[config.mk]
export PLATFORM = sky130hd
export DESIGN_NAME = msrv32_alu_issue
export DESIGN_NICKNAME = d
export VERILOG_FILES = /design/src/rtl/msrv32_alu_issue.sv
export SDC_FILE = /design/constraint.sdc
export NUM_CORES = 1
export LEC_CHECK = 0
export CAP_MARGIN = 20
export CELL_PAD_IN_SITES_DETAIL_PLACEMENT = 2
export CELL_PAD_IN_SITES_GLOBAL_PLACEMENT = 2
export CORE_MARGIN = 1
export CORE_UTILIZATION = 22
export CTS_BUF_LIST = sky130_fd_sc_hd__clkbuf_4 sky130_fd_sc_hd__clkbuf_8 sky130_fd_sc_hd__clkbuf_16
export DETAILED_ROUTE_END_ITERATION = 16
export GPL_TIMING_DRIVEN = 0
export HOLD_SLACK_MARGIN = 0.06
export MAX_ROUTING_LAYER = met4
export PLACE_DENSITY_LB_ADDON = 0.1
export RECOVER_POWER = 25
export SYNTH_ARGS = -nofsm -noshare
export SYNTH_HDL_FRONTEND = slang
export SYNTH_SLANG_ARGS = --single-unit
[constraint.sdc]
create_clock -name clk_in -period 2.15 [get_ports clk_in]
set_input_delay 0.43 -clock clk_in [delete_from_list [all_inputs] [get_ports clk_in]]
set_output_delay 0.43 -clock clk_in [all_outputs]
set_load 0.005 [all_outputs]
[src/rtl/msrv32_alu_issue.sv]
// Issue stage feeding the ALU: decodes OP/OP-IMM/LUI/AUIPC into operands and opcode.
// Optional 1-entry skid buffer when MSRV32_ISSUE_SKID_EN is defined.
module msrv32_alu_issue #(
  parameter int DATA_W       = 32,
  parameter int REG_ADDR_W   = 5,
  parameter int CHECK_FUNCT7 = 1
) (
  input  logic                  clk_in,
  input  logic                  rst_n_in,
  input  logic                  flush_in,
  input  logic                  valid_in,
  output logic                  ready_out,
  input  logic [31:0]           instr_in,
  input  logic [DATA_W-1:0]     pc_in,
  input  logic [DATA_W-1:0]     rs1_in,
  input  logic [DATA_W-1:0]     rs2_in,
  output logic                  valid_out,
  input  logic                  ready_in,
  output logic [DATA_W-1:0]     op_1_out,
  output logic [DATA_W-1:0]     op_2_out,
  output logic [3:0]            alu_opcode_out,
  output logic [REG_ADDR_W-1:0] rd_addr_out,
  output logic                  wr_en_out,
  output logic                  illegal_out
);

  localparam logic [6:0] OPC_OP     = 7'b0110011;
  localparam logic [6:0] OPC_OP_IMM = 7'b0010011;
  localparam logic [6:0] OPC_LUI    = 7'b0110111;
  localparam logic [6:0] OPC_AUIPC  = 7'b0010111;
  localparam logic [6:0] F7_ZERO    = 7'b0000000;
  localparam logic [6:0] F7_ALT     = 7'b0100000;

  typedef struct packed {
    logic [DATA_W-1:0]     op_1;
    logic [DATA_W-1:0]     op_2;
    logic [3:0]            alu_opcode;
    logic [REG_ADDR_W-1:0] rd;
    logic                  wr_en;
    logic                  illegal;
  } entry_t;

  entry_t     dec;
  entry_t     out_q;
  logic       out_valid;
  logic       up_xfer;
  logic       illegal;
  logic [2:0] funct3;
  logic [6:0] funct7;
  logic       f7_std;

  assign funct3 = instr_in[14:12];
  assign funct7 = instr_in[31:25];
  assign f7_std = (funct7 == F7_ZERO) || (funct7 == F7_ALT);

  // Illegal encodings still issue, but with zeroed operands/opcode and no writeback.
  always_comb begin
    dec     = '0;
    illegal = 1'b0;
    dec.rd  = instr_in[11:7];
    unique case (instr_in[6:0])
      OPC_OP: begin
        dec.op_1       = rs1_in;
        dec.op_2       = rs2_in;
        dec.alu_opcode = {instr_in[30] && (funct3 == 3'b000 || funct3 == 3'b101), funct3};
        if (CHECK_FUNCT7 != 0 && !f7_std) illegal = 1'b1;
      end
      OPC_OP_IMM: begin
        dec.op_1 = rs1_in;
        if (funct3 == 3'b001 || funct3 == 3'b101)
          dec.op_2 = {27'b0, instr_in[24:20]};
        else
          dec.op_2 = {{20{instr_in[31]}}, instr_in[31:20]};
        dec.alu_opcode = {instr_in[30] && (funct3 == 3'b101), funct3};
        if (CHECK_FUNCT7 != 0) begin
          if (funct3 == 3'b001 && funct7 != F7_ZERO) illegal = 1'b1;
          if (funct3 == 3'b101 && !f7_std) illegal = 1'b1;
        end
      end
      OPC_LUI: begin
        dec.op_2 = {instr_in[31:12], 12'b0};
      end
      OPC_AUIPC: begin
        dec.op_1 = pc_in;
        dec.op_2 = {instr_in[31:12], 12'b0};
      end
      default: illegal = 1'b1;
    endcase
    if (illegal) begin
      dec.op_1       = '0;
      dec.op_2       = '0;
      dec.alu_opcode = '0;
    end
    dec.illegal = illegal;
    dec.wr_en   = !illegal && (dec.rd != '0);
  end

  assign up_xfer = valid_in && ready_out;

`ifdef MSRV32_ISSUE_SKID_EN
  entry_t skid_q;
  logic   skid_valid;

  assign ready_out = !skid_valid;

  // The skid entry always drains ahead of new input so issue order is preserved.
  always_ff @(posedge clk_in or negedge rst_n_in) begin
    if (!rst_n_in) begin
      out_valid  <= 1'b0;
      out_q      <= '0;
      skid_valid <= 1'b0;
      skid_q     <= '0;
    end else if (flush_in) begin
      out_valid  <= 1'b0;
      skid_valid <= 1'b0;
    end else if (!out_valid || ready_in) begin
      if (skid_valid) begin
        out_q      <= skid_q;
        out_valid  <= 1'b1;
        skid_valid <= 1'b0;
      end else begin
        out_valid <= up_xfer;
        if (up_xfer) out_q <= dec;
      end
    end else if (up_xfer) begin
      skid_q     <= dec;
      skid_valid <= 1'b1;
    end
  end
`else
  assign ready_out = !out_valid || ready_in;

  always_ff @(posedge clk_in or negedge rst_n_in) begin
    if (!rst_n_in) begin
      out_valid <= 1'b0;
      out_q     <= '0;
    end else if (flush_in) begin
      out_valid <= 1'b0;
    end else if (ready_out) begin
      out_valid <= valid_in;
      if (valid_in) out_q <= dec;
    end
  end
`endif

  assign valid_out      = out_valid;
  assign op_1_out       = out_q.op_1;
  assign op_2_out       = out_q.op_2;
  assign alu_opcode_out = out_q.alu_opcode;
  assign rd_addr_out    = out_q.rd;
  assign wr_en_out      = out_q.wr_en;
  assign illegal_out    = out_q.illegal;

endmodule

==> impl_metrics.toml, run 1 <==
[outcome]
status = "finished clean"

[sta]
finalHoldViolCount = 0
finalSetupViolCount = 0
period_minus_slack_ns = 2.10
layout_setup_ws_ns = 0.0502
maxSlewViolCount = 0
fin_crit_sh_pct = 97.7
tns_ns = 0
max_freq_mhz = 476
max_slew_margin_pct = 37.9
worst_pin_slew_ns = 0.931
fin_skew_ns = 0.00756
whs_ns = 0.465

[critical_path]
reg2reg_depth = 6
crit_slowest_cell = "clkdlybuf4s50_1"
path_common_cell = "clkdlybuf4s50_1"
r2r-end = "op_2_out[2]$_DFFE_PN0P_"
r2r-start = "valid_out$_DFFE_PN0P_"
crit_fanout = 6
crit_path_end_kind = "primary output"
crit_chain = "clkdlybuf4s50_1 > nor2b_1 > buf_4 > inv_1 > clkdlybuf4s50_1"
required_ns = 1.72
max_stage_delay_ns = 0.49
path_class = "in -> out"
start_kind = "input port"
r2r_slack_ns = 0.39
crit_arrival_ns = 1.67

[floorplan]
dieArea_mm2 = 0.0185
initial_core_util_pct = 22.7
rows = 48
core_mm2 = 0.0174
die_h_um = 136
dieWidth_um = 136
io_pins = 210

[finish]
fillerInstances = 1889
multiInputGateArea_mm2 = 0.00185
drive_above_1_share_pct = 10.9
fin_nets = 802
syn_to_final_growth_pct = 73.4
final_cell_mix = "201 x clkdlybuf4s50_1, 102 x nand2_1, 76 x dfrtp_1, 40 x o21ai_1, 35 x nor2b_1"
final_util_pct = 39.4
final_common_cell = "clkdlybuf4s50_1"
seq_area_mm2 = 0.00190

[synthesis]
synth_top_family_by_area = "compound AO/OA/AOI/OAI gates"
synth_async_sr_flop_share_pct = 100
synth_edf_count = 0
syn_inst = 433
synthFlopType = "dfrtp_1"
ys_seq_area_share_pct = 48.1
ys_ff_latch = 76
synth_top_area_share_pct = 48.1
synth_area_mm2 = 0.00396
synth.top_cells.by_area = "dfrtp_1 48%, nand2_1 9.7%, nor2b_1 5.5%, o21ai_1 5.1%, a22oi_1 4.7%"
synth_fa_ha_area_share_pct = 0
synth_xor_area_share_pct = 0
yosysWarnings = 0
synth-compound-area-share_pct = 24.4
synthSimpleGateAreaFrac_pct = 18.9
avgSynthCellArea_um2 = 9.14
synth_fp_nets = 566
ys_types = 35
synthMuxAreaShare_pct = 1.55
yosysTopAreaCell = "dfrtp_1"

[placed_design]
dpl.hpwl_um = 13300
finalWeightedCongestion = 0.806
port_buffers = 208
pre_cts_slack_ns = -0.760

[detailed_routing]
ant_nets = 0
drc = 0
drt-initial-drc-count = 109
first_pass_iters = 4
vias = 4249
via_per_inst = 4.73
wl_per_cell_um = 19.8
routed_wl_um = 17700

[cts]
clk_latency_ns = 0.34
cts-root-buf = "clkbuf_16"
numCtsBuffers = 9
cts_tree = "done"
clockBufferDepth = 2
cts.sinks = 76
cts.clk_slew.worst_paths_ns = 0.06
htreeDepth = 3

[global_routing]
grt_max_degree = 47
grt_overflow_total = 0
antenna_found_initial = 1
first_global_vias = 4673
grt_usage_pct = 19.5
grt_pass1_wl_um = 26500

[pwr]
p_total_mw = 3.53
vdd_drop_max_uv = 347
p_leak_nw = 2.90
powerDensity_mw_per_mm2 = 514

[run]
maxCapViolCount = 0

[worst_hold_path]
hp-start = "instr_in[26]"
holdPathStages = 3
hold_class = "in -> reg"
holdPathEnd = "op_2_out[6]$_DFFE_PN0P_"
cells by family (layout without fill, tap and decap cells):
logic type,count (synthesis),after routing
flip-flops,76,76
AO/OA/AOI/OAI,153,153
multiplexers,6,6
other,0,1
AND/OR/NAND/NOR,157,157
buffers and inverters,41,280
routing by layer:
| metal | up-vias | share of wire (%) | global-route usage (%) |
|---|---|---|---|
| li1 | 1993 | - | - |
| met1 | 2098 | 43 | 23.3 |
| met2 | 142 | 50 | 33.1 |
| met3 | 16 | 5.2 | 3.47 |
| met4 | 0 | 1.5 | 6.48 |
| met5 | - | 0 | - |
cell type report:
class,count,area share [%]
multi-input cells,316,27.0
inverters,6,0.328
clock inverters,3,0.219
clock buffers,11,3.59
well taps,225,4.10
repair buffers,226,33.1
flip-flops and latches,76,27.7
plain buffers,34,3.96
diodes,1,0.0365
worst max-delay path by stage:
stage	from	endpoint	slack (ns)	cells past startpoint
after floorplan	instr_in[25]	alu_opcode_out[3]$_DFFE_PN0P_	0.32	4
after global placement	rst_n_in	op_2_out[5]$_DFFE_PN0P_	-2.40	1
after detailed placement	ready_in	alu_opcode_out[3]$_DFFE_PN0P_	-0.76	8
after CTS	instr_in[25]	op_1_out[27]$_DFFE_PN0P_	-0.06	6
after global routing	instr_in[3]	op_2_out[7]$_DFFE_PN0P_	-0.04	7
final	ready_in	ready_out	0.05	5
what timing repair did:
action                     CTS  global route
setup endpoints to repair   74            65
pin swaps                    0             5
hold endpoints to repair    12             0
gates cloned                 0             1
gates resized for setup      8            31
buffers inserted             0            15
hold buffers                 1             0
synthesized netlist by cell type, drive strengths merged, types with 2 or more instances:
library cell,number
nand2,102
dfrtp,76
o21ai,69
nor2b,35
a21oi,34
clkbuf,29
a22oi,25
a32oi,18
nor2,9
buf,6
inv,6
mux2i,5
or4,2
through the flow:
stage               instances  cell area, µm²
floorplan                 433            3960
global placement          866            6320
detailed placement        867            6340
CTS                       881            6640
global route              898            6860
finish                    898            6860
critical path: cells and delay by family:
kind / cells / cell delay (ns)
and+or+nand+nor: 1 / 0.05
buffers and inverters: 4 / 1.19
where the power goes:
group | total [mW] | switching, mW | internal [mW]
logic | 0.650 | 0.287 | 0.363
registers | 1.47 | 0.0147 | 1.46
clock network | 1.41 | 0.599 | 0.807
registers in the layout (all words and copies together) (netlist names):
name	flops
alu_opcode_out	4
illegal_out	1
op_1_out	32
op_2_out	32
rd_addr_out	5
valid_out	1
wr_en_out	1
Note: power is estimated with default switching activity, not from simulation.
==> inputs of run 2 (changes only) <==
--- a/config.mk
+++ b/config.mk
@@ -9,4 +9,5 @@
 export CELL_PAD_IN_SITES_DETAIL_PLACEMENT = 2
 export CELL_PAD_IN_SITES_GLOBAL_PLACEMENT = 2
+export CORE_ASPECT_RATIO = 0.9
 export CORE_MARGIN = 1
 export CORE_UTILIZATION = 22
==> constraint.sdc (replaced) <==
create_clock -name clk_in -period 2.15 [get_ports clk_in]
set_input_delay 0.43 -clock clk_in [delete_from_list [all_inputs] [get_ports clk_in]]
set_output_delay 0.43 -clock clk_in [all_outputs]
set_load 0.05 [all_outputs]
==> run 2 against run 1 <==
Final cell count grew 1.0%. Critical endpoint is now op_1_out[6]$_DFFE_PN0P_. Largest cell class unchanged. Sequential share of layout area hardly changed. Via count increased by 0.19%. Count of clock-buffer cells in the layout is the same. Highest routed layer unchanged. Worst setup slack better by 0.039 ns. Sequential power about the same.
==> impl_metrics.toml, run 2 (synthesized netlist as in run 1, its figures left out) <==
[critical_path]
path_depth = 7
crit_arrival_ns = 2.28
path_class = "in -> reg"
crit_path_end_kind = "register"
r2r_slack_ns = 0.28
max_stage_delay_ns = 0.61
critPathTopFamily = "buffers and inverters"
required_ns = 2.37
crit_chain = "clkdlybuf4s50_1 > nor4bb_2 > a211oi_4 > buf_4 > o211ai_4 > buf_2 > o21ai_1"
r2r-start = "valid_out$_DFFE_PN0P_"
crit_slowest_cell = "clkdlybuf4s50_1"
cp_num_buf_inv = 3
r2r-end = "op_2_out[4]$_DFFE_PN0P_"
start_kind = "input port"
reg2reg_depth = 6
crit_fanout = 7

[pwr]
switching_share_pct = 26.2
comb_power_share_pct = 19.0
intPower_mw = 2.89
p_leak_nw = 2.84
power_frac_clock_pct = 43.4
p_switching_mw = 1.02
vdd_drop_max_uv = 379
powerDensity_mw_per_mm2 = 570
p_seq_share_pct = 37.6
p_total_mw = 3.91

[finish]
syn_to_final_growth_pct = 73.6
fillerInstances = 1939
final_common_cell = "clkdlybuf4s50_1"
diodes = 0
final_cell_mix = "201 x clkdlybuf4s50_1, 102 x nand2_1, 76 x dfrtp_1, 40 x o21ai_1, 35 x nor2b_1"
drive_above_1_share_pct = 10.0
fin_nets = 796

[global_routing]
use_met2_pct = 31.8
grt_usage_pct = 19.7
antenna_found_initial = 0
use_met1_pct = 24.4
use_met3_pct = 5.06
grt_most_used_layer = "met2"
first_global_vias = 4567
grt_max_degree = 57
grt_overflow_total = 0
grt_pass1_wl_um = 26200

[outcome]
status = "finished clean"

[cts]
cts_tree = "done"
cts.sinks = 76
clockBufferDepth = 2
numCtsBuffers = 9
clk_latency_ns = 0.34
cts.clk_slew.worst_paths_ns = 0.06
htreeDepth = 3
cts-root-buf = "clkbuf_16"

[floorplan]
rows = 46
io_pins = 210
dieArea_mm2 = 0.0185
core_mm2 = 0.0176
dieWidth_um = 143
initial_core_util_pct = 22.5
die_h_um = 129

[sta]
period_minus_slack_ns = 2.06
finalHoldViolCount = 0
maxSlewViolCount = 0
finalSetupViolCount = 0
worst_pin_slew_ns = 0.668
max_freq_mhz = 485
grt_setup_unrepaired = "true"
fin_skew_ns = 0.00524
whs_ns = 0.484
fin_crit_sh_pct = 95.9
max_slew_margin_pct = 55.5

[worst_hold_path]
holdPathEnd = "op_1_out[18]$_DFFE_PN0P_"
holdPathStages = 2
hp-start = "op_1_out[18]$_DFFE_PN0P_"
hold_class = "reg -> reg"

[detailed_routing]
drt-initial-drc-count = 129
vias = 4257
first_pass_iters = 6
ant_nets = 0
drc = 0
wl_per_cell_um = 19.2
routed_wl_um = 17400
via_per_inst = 4.69

[placed_design]
finalWeightedCongestion = 0.811
dpl.hpwl_um = 13400
port_buffers = 208

[run]
maxCapViolCount = 0
[run 2: cell types whose count changed in the layout (fill, tap and decap cells not counted), moves of 2 or more]
| cell | change |
|---|---|
| clkbuf_2 | -2 |
| dlymetal6s2s_1 | -4 |
| clkinv_2 | -2 |
| clkbuf_1 | +2 |
| buf_4 | -7 |
| bufinv_16 | +2 |
| dlygate4sd2_1 | +3 |
| buf_12 | +2 |
[run 2: how the worst max path moves through the flow]
stage,slack (ns),from,end
4_1_cts,-0.02,instr_in[2],op_2_out[23]$_DFFE_PN0P_
6_report,0.09,instr_in[12],op_1_out[6]$_DFFE_PN0P_
3_5_place_dp,-0.68,ready_in,op_1_out[9]$_DFFE_PN0P_
2_1_floorplan,0.15,valid_out$_DFFE_PN0P_,alu_opcode_out[3]$_DFFE_PN0P_
5_1_grt,-0.04,flush_in,alu_opcode_out[3]$_DFFE_PN0P_
3_3_place_gp,-2.39,rst_n_in,op_1_out[23]$_DFFE_PN0P_
[run 2: metal layers]
layer	up-vias	share of wire, %	wire length [µm]
met1	2126	44	7710
met2	139	48	8330
met3	17	6.1	1060
met5	-	0	0
met4	0	1.6	275
li1	1975	-	-
[run 2: power by group through the flow]
stage	Sequential, mW	Clock, mW	Combinational, mW
global route	1.47	1.80	0.800
detailed placement	1.50	0	0.729
floorplan	1.59	0	0.204
finish	1.47	1.70	0.743
global placement	1.50	0	0.708
CTS	1.47	1.76	0.738
[run 2: repair_timing]
action	in CTS	in global routing
pin swaps	2	3
endpoints found under the hold margin	20	0
buffers inserted	2	7
gates cloned	1	0
gates resized for setup	12	19
setup endpoints to repair	67	66
hold buffers	1	0
[run 2: area by class of cell]
class | instances | area (µm²) | share of cell area [%]
plain buffers | 34 | 262 | 3.81
clock buffers | 11 | 253 | 3.68
clock inverters | 4 | 72.6 | 1.06
inverters | 6 | 22.5 | 0.328
multi-input cells | 316 | 1850 | 26.9
flip-flops and latches | 76 | 1900 | 27.7
well taps | 240 | 300 | 4.37
repair buffers | 220 | 2210 | 32.1
[run 2: worst reg2reg max path, stage by stage (launching register included)]
cell and delay, ns:
dfrtp_1 0.38, nor2b_1 0.13, clkbuf_2 0.20, or2_2 0.48, buf_1 0.30, nand2_1 0.14, o21ai_0 0.11
[run 2: stage by stage]
step	instance area [µm²]	TNS (ns)	setup slack [ns]	cells	utilization (%)
after floorplan	3960	0	0.151	433	-
after global placement	6340	-214.70	-2.39	881	36.0
after detailed placement	6360	-39.31	-0.676	882	36.1
after CTS	6740	-0.0475	-0.0157	900	38.3
after global routing	6870	-0.0837	-0.0363	907	39.0
final	6870	0	0.0890	907	39.0
